[config.mk]
export PLATFORM = sky130hd
export DESIGN_NAME = axi_wr_arbiter
export DESIGN_NICKNAME = d
export VERILOG_FILES = /design/src/rtl/axi_wr_arbiter.sv
export SDC_FILE = /design/constraint.sdc
export NUM_CORES = 1
export LEC_CHECK = 0
export CAP_MARGIN = 20
export CORE_MARGIN = 1
export CORE_UTILIZATION = 33
export DETAILED_ROUTE_END_ITERATION = 8
export PLACE_DENSITY = 0.78
export SYNTH_ARGS = -nofsm -noshare
export SYNTH_HDL_FRONTEND = slang
export SYNTH_SLANG_ARGS = --single-unit
[constraint.sdc]
create_clock -name ACLK_i -period 1.8 [get_ports ACLK_i]
set_input_delay 0.18 -clock ACLK_i [delete_from_list [all_inputs] [get_ports ACLK_i]]
set_output_delay 0.18 -clock ACLK_i [all_outputs]
set_load 0.05 [all_outputs]
[src/rtl/axi_wr_arbiter.sv]
`default_nettype none
// +-----------------------------------------------------------------------------------+
// | axi_wr_arbiter: two-requester AXI write arbiter, one burst in flight  (rev 1.0)   |
// | AXI_WR_ARB_FIXED_PRIO_EN defined: M0 always wins contention, else round-robin     |
// +-----------------------------------------------------------------------------------+
module axi_wr_arbiter #(
   parameter int B_TIMEOUT = 255
) (
   input  logic        ACLK_i,
   input  logic        ARESET_i,
   input  logic        M0_REQ_i,
   input  logic [31:0] M0_AWADDR_i,
   input  logic [3:0]  M0_AWID_i,
   input  logic [3:0]  M0_WLEN_i,
   input  logic [31:0] M0_WDATA_i,
   input  logic        M0_WVALID_i,
   output logic        M0_WREADY_o,
   output logic        M0_GNT_o,
   output logic        M0_DONE_o,
   output logic [1:0]  M0_BRESP_o,
   input  logic        M1_REQ_i,
   input  logic [31:0] M1_AWADDR_i,
   input  logic [3:0]  M1_AWID_i,
   input  logic [3:0]  M1_WLEN_i,
   input  logic [31:0] M1_WDATA_i,
   input  logic        M1_WVALID_i,
   output logic        M1_WREADY_o,
   output logic        M1_GNT_o,
   output logic        M1_DONE_o,
   output logic [1:0]  M1_BRESP_o,
   output logic [31:0] AWADDR_o,
   output logic [3:0]  AWID_o,
   output logic        AWVALID_o,
   input  logic        AWREADY_i,
   output logic [31:0] WDATA_o,
   output logic        WVALID_o,
   output logic        WLAST_o,
   input  logic        WREADY_i,
   input  logic        BVALID_i,
   input  logic [1:0]  BRESP_i,
   input  logic [3:0]  BID_i,
   output logic        BREADY_o
);

   localparam int TW = $clog2(B_TIMEOUT + 1);

   typedef enum logic [1:0] {
      S_IDLE = 2'd0,
      S_ADDR = 2'd1,
      S_DATA = 2'd2,
      S_RESP = 2'd3
   } state_t;

   state_t          state_q, state_d;
   logic            sel_q, sel_d;
   logic [31:0]     addr_q, addr_d;
   logic [3:0]      id_q, id_d;
   logic [3:0]      len_q, len_d;
   logic [3:0]      beat_q, beat_d;
   logic [TW-1:0]   tmo_q, tmo_d;
   logic            done_q, done_d;
   logic [1:0]      bresp0_q, bresp0_d;
   logic [1:0]      bresp1_q, bresp1_d;
   logic            fin;
   logic [1:0]      fin_resp;
   logic            win;
   logic            in_data;

`ifdef AXI_WR_ARB_FIXED_PRIO_EN
   assign win = ~M0_REQ_i;
`else
   logic last_q;

   // Pointer moves at completion so the DONE-cycle arbitration already sees it.
   always_ff @(posedge ACLK_i) begin
      if (ARESET_i) begin
         last_q <= 1'b1;
      end else if (fin) begin
         last_q <= sel_q;
      end
   end

   assign win = (M0_REQ_i && M1_REQ_i) ? ~last_q : M1_REQ_i;
`endif

   assign in_data     = (state_q == S_DATA);
   assign AWVALID_o   = (state_q == S_ADDR);
   assign AWADDR_o    = addr_q;
   assign AWID_o      = id_q;
   assign WVALID_o    = in_data && (sel_q ? M1_WVALID_i : M0_WVALID_i);
   assign WDATA_o     = in_data ? (sel_q ? M1_WDATA_i : M0_WDATA_i) : 32'd0;
   assign WLAST_o     = WVALID_o && (beat_q == len_q);
   assign M0_WREADY_o = in_data && !sel_q && WREADY_i;
   assign M1_WREADY_o = in_data && sel_q && WREADY_i;
   assign BREADY_o    = (state_q == S_RESP);
   assign M0_GNT_o    = ((state_q != S_IDLE) || done_q) && !sel_q;
   assign M1_GNT_o    = ((state_q != S_IDLE) || done_q) && sel_q;
   assign M0_DONE_o   = done_q && !sel_q;
   assign M1_DONE_o   = done_q && sel_q;
   assign M0_BRESP_o  = bresp0_q;
   assign M1_BRESP_o  = bresp1_q;

   always_comb begin
      state_d  = state_q;
      sel_d    = sel_q;
      addr_d   = addr_q;
      id_d     = id_q;
      len_d    = len_q;
      beat_d   = beat_q;
      tmo_d    = tmo_q;
      done_d   = 1'b0;
      bresp0_d = bresp0_q;
      bresp1_d = bresp1_q;
      fin      = 1'b0;
      fin_resp = 2'b00;
      case (state_q)
         S_IDLE: begin
            if (M0_REQ_i || M1_REQ_i) begin
               sel_d   = win;
               addr_d  = win ? M1_AWADDR_i : M0_AWADDR_i;
               id_d    = win ? M1_AWID_i : M0_AWID_i;
               len_d   = win ? M1_WLEN_i : M0_WLEN_i;
               state_d = S_ADDR;
            end
         end
         S_ADDR: begin
            if (AWREADY_i) begin
               beat_d  = 4'd0;
               state_d = S_DATA;
            end
         end
         S_DATA: begin
            if (WVALID_o && WREADY_i) begin
               if (beat_q == len_q) begin
                  tmo_d   = '0;
                  state_d = S_RESP;
               end else begin
                  beat_d = beat_q + 4'd1;
               end
            end
         end
         S_RESP: begin
            // A B with a foreign ID is consumed (BREADY high) but otherwise ignored.
            if (BVALID_i && (BID_i == id_q)) begin
               fin      = 1'b1;
               fin_resp = BRESP_i;
            end else if (tmo_q == TW'(B_TIMEOUT - 1)) begin
               fin      = 1'b1;
               fin_resp = 2'b10;
            end else begin
               tmo_d = tmo_q + TW'(1);
            end
            if (fin) begin
               done_d  = 1'b1;
               state_d = S_IDLE;
               if (sel_q) bresp1_d = fin_resp;
               else       bresp0_d = fin_resp;
            end
         end
         default: state_d = S_IDLE;
      endcase
   end

   always_ff @(posedge ACLK_i) begin
      if (ARESET_i) begin
         state_q  <= S_IDLE;
         sel_q    <= 1'b0;
         addr_q   <= 32'd0;
         id_q     <= 4'd0;
         len_q    <= 4'd0;
         beat_q   <= 4'd0;
         tmo_q    <= '0;
         done_q   <= 1'b0;
         bresp0_q <= 2'b00;
         bresp1_q <= 2'b00;
      end else begin
         state_q  <= state_d;
         sel_q    <= sel_d;
         addr_q   <= addr_d;
         id_q     <= id_d;
         len_q    <= len_d;
         beat_q   <= beat_d;
         tmo_q    <= tmo_d;
         done_q   <= done_d;
         bresp0_q <= bresp0_d;
         bresp1_q <= bresp1_d;
      end
   end

endmodule
`default_nettype wire

Word level (Yosys, flattened, before mapping)
Cells that the tools add are included.
- word-level logic and storage cells: 86
- input bits: 159
- register bits after elaboration: 61
- output and inout port bits: 82
- eq/ne operators: 14
- bitwise gates (word level): 3
- add/sub/neg operators: 2
- muxes and demuxes: 29
- reduce and logical (&&, ||, !) cells: 27
- operators with widths (operator ; count):
    $mux 32 ; 3
    $mux 8 ; 4
    $mux 4 ; 5
    $pmux 8 s2 ; 1
    $mux 2 ; 7
    $logic_and 1x1->1 ; 13
    $reduce_and 5->1 ; 2
    $add 8x1->8 const B ; 1
    $eq 4x4->1 ; 2
    $eq 8x8->1 const B ; 1
    $ne 2x1->1 const B ; 4
    $ne 2x2->1 const B ; 4
    $pmux 2 s4 ; 1
    $pmux 4 s2 ; 1
    $mux 1 ; 7
    $reduce_and 3->1 ; 2
    $reduce_bool 2->1 ; 3
    $add 4x1->4 const B ; 1
    $eq 2x2->1 const B ; 2
    $reduce_and 4->1 ; 1
    $not 1->1 ; 3
    $eq 2x1->1 const B ; 1
    $logic_not 2->1 ; 1
    $logic_or 1x1->1 ; 2
    other kinds (3) ; 3

Depth between registers and ports, before layout
Gate-level depths: netlist of run 1.
- depth after elaboration: 6
- gate-level depth with buffers: 8
- gate-level depth less buffers: 7

Worst setup path before layout of run 1
No wires, ideal clock.
- path type: register to register
- from: register state_q[0]
- to: register tmo_q[4]
- setup slack: -0.215 ns
- path buffers: 2
- data arrival time: 1.914 ns
- cell stages (with the launch flop): 8
- library setup time: 0.101 ns
- clock period less this slack: 2.015 ns
- cells stage by stage: dfxtp_1 ha_1 clkbuf_1 o21ai_0 a31oi_1 buf_2 nand3_1 o41ai_1
- elaborated cells on any way between the ends: 11
- those cells by class: 6 x eq/ne; 1 x mux; 4 x reduce/logical
- RTL lines (element ; RTL line ; text):
    start: declaration ; 54 ; state_t state_q, state_d;
    start signal: assignment ; 177 ; state_q <= state_d;
    $eq 2x2->1 (*) ; -- ;
    via BREADY_o ; 42 ; output logic BREADY_o
    $ne 2x2->1 (no line) or $reduce_bool 2->1 (tied branches) ; -- ;
    $reduce_and 5->1 (no line) ; -- ;
    end signal: assignment ; 183 ; tmo_q <= tmo_d;
    end: declaration ; 60 ; logic [TW-1:0] tmo_q, tmo_d;
Mark *: on every way through the listed nets, which the timed path passes. The rest lies on a longest branch.
A chain may end at the register's enable or synchronous reset.

Worst setup path in the final report of run 1
- from: register sel_q
- to: output WDATA_o[24]
- cells in the longest elaborated chain, start to end: 2
- RTL lines (element ; RTL line ; text):
    start: declaration ; 55 ; logic sel_q, sel_d;
    start signal: assignment ; 178 ; sel_q <= sel_d;
    $mux 32 (2 in a row) ; 91 ; assign WDATA_o = in_data ? (sel_q ? M1_WDATA_i : M0_WDATA_i) : 32'd0;
    end: declaration ; 35 ; output logic [31:0] WDATA_o,
Every way passes these cells.

==> results_dict.tcl, run 1 <==
set metrics [dict create \
    status "completed" \
    crit_required_ns 1.62 \
    cts_buffer_depth 2 \
    cts_tree "yes" \
    arrival_ns 1.56 \
    antenna_found_initial 0 \
    maxSlewHeadroom_pct 63.9 \
    synth_edf_count 0 \
    met1_usage_pct 25.1 \
    dieArea_sq_mm 0.0112 \
    slowest_stage "dfxtp_2" \
    totalWireLength_um 13100 \
    worst-setup-path-type "reg2out" \
    row_count 37 \
    async_reset_ff_share_pct 0 \
    clk_latency_ns 0.34 \
    instances_no_fill 801 \
    yosysUniqueCellTypes 48 \
    busiest_layer "met2" \
    final_core_util_pct 67.7 \
    syn_nets 580 \
    seqPwrFrac_pct 22.3 \
    ys_ff_latch 61 \
    drt_first_pass_iters 4 \
    diodes 0 \
    use_met2_pct 41.5 \
    final_area_sq_mm 0.00702 \
    drive_gt1_share_pct 24.4 \
    maxSlewViolCount 0 \
    max_freq_mhz 574 \
    viasPerCell 5.09 \
    area_growth_pct 97.3 \
    p_int_w 0.00452 \
    antenna_left 0 \
    htreeDepth 3 \
    dpl.hpwl_um 10300 \
    startpoint_type "flop" \
    fin_skew_ns 0.00989 \
    combPwrFrac_pct 65.0 \
    setup_tns_ns 0 \
    start_util_pct 34.3 \
    synth.avg_cell_area_sq_um 8.62 \
    post_drt_wl_per_cell_um 16.3 \
    grt_use_met3_pct 7.05 \
    grt_first_pass_wirelength_um 20300 \
    vdd_drop_max_v 0.000715 \
    switching_share_pct 46.3 \
    max_stage_delay_ns 0.39 \
    via_count 4076 \
    hold_violations 0 \
    power.density_mw_per_mm2 1200 \
    final_cell_mix "clkdlybuf4s50_1, mux2i_1, nor2_1, dfxtp_1, a211oi_1" \
    grt_max_degree 51 \
    drc_errors 0 \
    gp_congestion 0.821 \
    synth_area_sq_mm 0.00356 \
    initialDrtViolationCount 210 \
    synth-seq-area-share_pct 34.3 \
    grt_pass1_vias 4082 \
    r2r_slack_ns 0.07 \
    setup_viol_count_final 0 \
    place_area_sq_mm 0.00665 \
    root_buffer "clkbuf_8" \
    finalNetCount 829 \
    fin_crit_ns 1.74 \
    final_common_cell "clkdlybuf4s50_1" \
    fin_crit_sh_pct 96.8 \
    hold_path_class "in2reg" \
    die_h_um 106 \
    p_clk_share_pct 12.7 \
    io_pins 241 \
    endpoint_kind "primary output" \
    crit_chain "bufbuf_16 > mux2i_1 > nor2_2 > buf_12" \
    numPortBuffers 240 \
    clkTransAtPathRegs_ns 0.07 \
    overflow 0 \
    path_max_fanout 19 \
    cts.sinks 61 \
    worstMarginPinSlew_ns 0.540 \
    cts_buffers 9 \
    p_leak_nw 2.60 \
    yosysWarningCount 0 \
    maxCapViolations 0 \
    placed_cells 782 \
    grtUsageTotal_pct 23.0 \
    coreArea_sq_mm 0.0104 \
    synth_top_flop_cell "dfxtp_1" \
    die_w_um 106 \
    p_switching_w 0.00391 \
    synth_cells 413 \
]
[Yosys cell counts (7+ instances only)]
cell type / count / area (sq um)
nand2_1: 13 / 48.8
a211oi_1: 41 / 308
ha_1: 8 / 100
buf_2: 9 / 45.0
dfxtp_1: 61 / 1220
a21oi_1: 11 / 55.1
inv_1: 9 / 33.8
nand3_1: 7 / 35.0
clkbuf_1: 23 / 86.3
nor2_1: 86 / 323
o21ai_0: 7 / 35.0
mux2i_1: 73 / 731
[layer usage]
layer  routed length, um  vias up
li1                    -     1989
met1                4970     1870
met2                6490      202
met3                1380       15
met4                 223        0
met5                   0        -
[kinds of logic (layout without fill, tap and decap cells)]
family	after synthesis	in the layout	synth area share (%)
mux	73	73	20.5
xor+xnor	9	9	2.21
simple gates	129	129	15.7
compound gates	90	90	19.6
buf+inv	43	295	4.85
fa+ha+maj	8	8	2.81
flops	61	61	34.3
[power by group through the flow]
stage	Combinational (W)	Sequential [W]	Clock, W
after global placement	0.00520	0.00187	0
after global routing	0.00579	0.00191	0.00115
after CTS	0.00539	0.00187	0.00109
final	0.00548	0.00188	0.00107
after floorplan	0.00227	0.00272	0
after detailed placement	0.00527	0.00188	0
[metrics by stage]
step | hold slack, ns | setup WS (ns) | total power [W]
finish | 0.183 | 0.0578 | 0.00843
global route | 0.201 | -0.00792 | 0.00886
CTS | 0.179 | 0.0100 | 0.00834
detailed placement | 0.480 | -0.276 | 0.00716
global placement | 0.471 | -0.209 | 0.00707
floorplan | 0.269 | -0.0747 | 0.00499
[worst paths after layout]
check,start,endpoint,cells after the start
hold reg to reg,M1_BRESP_o[0]$_SDFFE_PP0P_,M1_BRESP_o[0]$_SDFFE_PP0P_,2
setup / recovery,sel_q$_SDFFE_PP0P_,WDATA_o[24],4
setup reg to reg,state_q[1]$_SDFFE_PP0P_,state_q[1]$_SDFFE_PP0P_,6
hold / removal,ARESET_i,AWID_o[3]$_SDFFE_PP0P_,2
[flip-flops by register name, indices dropped and copies added (netlist names)]
signal      cells
last_q          1
state_q         2
M1_BRESP_o      2
AWADDR_o       32
sel_q           1
len_q           4
tmo_q           8
AWID_o          4
beat_q          4
done_q          1
M0_BRESP_o      2
[area by class of cell]
cell class	instances	area [sq um]
Clock buffer	12	155
Clock inverter	2	10.0
Fill cell	791	3350
Inverter	11	42.5
Multi-Input combinational cell	309	2400
Sequential cell	61	1230
Tap cell	136	170
Timing Repair Buffer	270	3020
[critical path: cells and delay by family, from the launching register on]
kind | cells | cell delay [ns]
buf+inv | 2 | 0.49
flops | 1 | 0.39
mux | 1 | 0.25
simple gates | 1 | 0.07
[what timing repair did]
item | in CTS | in global routing
pin swaps | 2 | 3
resized for setup | 11 | 24
buffers inserted | 1 | 3
gates cloned | 1 | 0
setup endpoints to repair | 41 | 25
hold buffers | 0 | 0
No activity file was read; power rests on OpenSTA's default activity.
==> run 2, diff against run 1 <==
==> constraint.sdc (replaced) <==
create_clock -name ACLK_i -period 1.6 [get_ports ACLK_i]
set_input_delay 0.16 -clock ACLK_i [delete_from_list [all_inputs] [get_ports ACLK_i]]
set_output_delay 0.16 -clock ACLK_i [all_outputs]
set_load 0.05 [all_outputs]
==> run 2 against run 1 <==
  * The run now ends with setup timing left
  * Final cell count increased by 5.6%
  * Critical path depth unchanged
  * Wire length up 33%
  * Final area up 16%
  * Largest cell class unchanged
  * Highest routed layer unchanged
==> results_dict.tcl, run 2 (synthesized netlist as in run 1, its figures left out) <==
set metrics [dict create \
    status "complete, but fails checks" \
    violations "setup timing" \
    worst-setup-path-type "reg2out" \
    worst-path-buf-inv 2 \
    p_leak_nw 3.09 \
    cts_buffer_depth 2 \
    maxCapViolations 0 \
    r2r_slack_ns -0.11 \
    combPwrFrac_pct 68.6 \
    grt_first_pass_wirelength_um 24200 \
    htreeDepth 3 \
    finalNetCount 872 \
    initialDrtViolationCount 191 \
    power.density_mw_per_mm2 1390 \
    crit_required_ns 1.44 \
    viasPerCell 5.35 \
    hp-start "ARESET_i" \
    crit_chain "buf_12 > mux2i_1 > nor2_4 > buf_8" \
    min_delay_path_depth 4 \
    clk_latency_ns 0.35 \
    r2r-start "state_q[0]$_SDFFE_PP0P_" \
    path_max_fanout 10 \
    die_h_um 106 \
    maxSlewHeadroom_pct 69.5 \
    worstMarginPinSlew_ns 0.456 \
    max_stage_delay_ns 0.45 \
    dieArea_sq_mm 0.0112 \
    cts-hold-fix-buffers 0 \
    endpoint_kind "primary output" \
    cp_top_family "flip-flops" \
    grt_pass1_vias 4609 \
    crit_start "sel_q$_SDFFE_PP0P_" \
    numPortBuffers 240 \
    arrival_ns 1.57 \
    die_w_um 106 \
    hold_path_class "in2reg" \
    startpoint_type "flop" \
    row_count 37 \
    clkTransAtPathRegs_ns 0.08 \
    p_clk_share_pct 12.3 \
    fin_crit_ns 1.73 \
    setup_tns_ns -3.71 \
    dpl.hpwl_um 10900 \
    rr_endpoint "state_q[1]$_SDFFE_PP0P_" \
    root_buffer "clkbuf_8" \
    seqPwrFrac_pct 19.1 \
    post_drt_wl_per_cell_um 20.6 \
    vdd_drop_max_v 0.000989 \
    overflow 0 \
    final_common_cell "clkdlybuf4s50_1" \
    via_count 4523 \
    gp_congestion 0.831 \
    power.total_w 0.0114 \
    cts.sinks 61 \
    p_switching_w 0.00535 \
    diodes 0 \
    grt_max_degree 62 \
    hold_violations 0 \
    worstHoldEndpoint "tmo_q[4]$_SDFFE_PP0P_" \
    cts_tree "yes" \
    drc_errors 0 \
    setup_viol_count_final 51 \
    totalWireLength_um 17400 \
    max_freq_mhz 578 \
    setup_ws_ns -0.131 \
    p_int_w 0.00603 \
    start_util_pct 34.3 \
    switching_share_pct 47.0 \
    final_cell_mix "clkdlybuf4s50_1, buf_4, dfxtp_1, nor2_1, mux2i_1" \
    drive_gt1_share_pct 46.6 \
    io_pins 241 \
    maxSlewViolCount 0 \
    cp_num_cells 4 \
    preCtsSetupSlack_ns -0.513 \
    final_core_util_pct 78.8 \
    largest_reg_flops 32 \
    antenna_left 0 \
    fin_crit_sh_pct 108 \
    fin_skew_ns 0.0102 \
    slowest_stage "dfxtp_4" \
    coreArea_sq_mm 0.0104 \
    r2r_cells 7 \
    area_growth_pct 130 \
    rsz0062_at_grt "true" \
    antenna_found_initial 0 \
    cts_buffers 9 \
    grtUsageTotal_pct 28.0 \
    drt_first_pass_iters 4 \
]
## run 2: power by group through the flow
stage | registers [W] | logic [W] | clock network, W
4_1_cts | 0.00216 | 0.00698 | 0.00142
2_1_floorplan | 0.00310 | 0.00279 | 0
3_5_place_dp | 0.00216 | 0.00591 | 0
3_3_place_gp | 0.00215 | 0.00580 | 0
5_1_grt | 0.00221 | 0.00812 | 0.00148
6_report | 0.00218 | 0.00780 | 0.00140
## run 2: per-stage QoR
stage | area [sq um] | instances | hold slack (ns)
6_report | 8170 | 846 | 0.212
3_5_place_dp | 6560 | 802 | 0.484
5_1_grt | 8170 | 846 | 0.229
2_1_floorplan | 3830 | 413 | 0.249
3_3_place_gp | 6560 | 802 | 0.469
4_1_cts | 7700 | 834 | 0.186
## run 2: worst max-delay path by stage
| stage | endpoint | slack (ns) |
|---|---|---|
| after floorplan | WDATA_o[13] | -0.22 |
| after CTS | WDATA_o[0] | -0.11 |
| after global placement | last_q$_SDFFE_PP1P_ | -0.36 |
| after global routing | tmo_q[6]$_SDFFE_PP0P_ | -0.18 |
| final | WDATA_o[15] | -0.13 |
| after detailed placement | tmo_q[5]$_SDFFE_PP0P_ | -0.51 |
## run 2: worst min-delay path, stage by stage
cell and delay (ns):
buf_2 0.11, inv_1 0.10, o311ai_4 0.10, o41ai_2 0.06
## run 2: cell type report
| cell class | instances | area [sq um] |
|---|---|---|
| Sequential cell | 61 | 1250 |
| Clock inverter | 7 | 75.1 |
| Inverter | 11 | 66.3 |
| Timing Repair Buffer | 313 | 3320 |
| Tap cell | 136 | 170 |
| Fill cell | 633 | 2200 |
| Multi-Input combinational cell | 309 | 3160 |
| Clock buffer | 9 | 124 |
## run 2: layer usage
metal / track usage (%) / share of wire (%)
met1: 27.7 / 35
met2: 52.5 / 52
met3: 7.85 / 8.5
met4: 15.0 / 4.4
met5: 0 / 0
## run 2: timing repair
| item | in CTS | in global routing |
|---|---|---|
| setup endpoints to repair | 63 | 90 |
| buffers inserted | 12 | 10 |
| gates cloned | 4 | 2 |
| hold endpoints to repair | 0 | 0 |
| gates resized for setup | 167 | 74 |
| pin swaps | 37 | 24 |
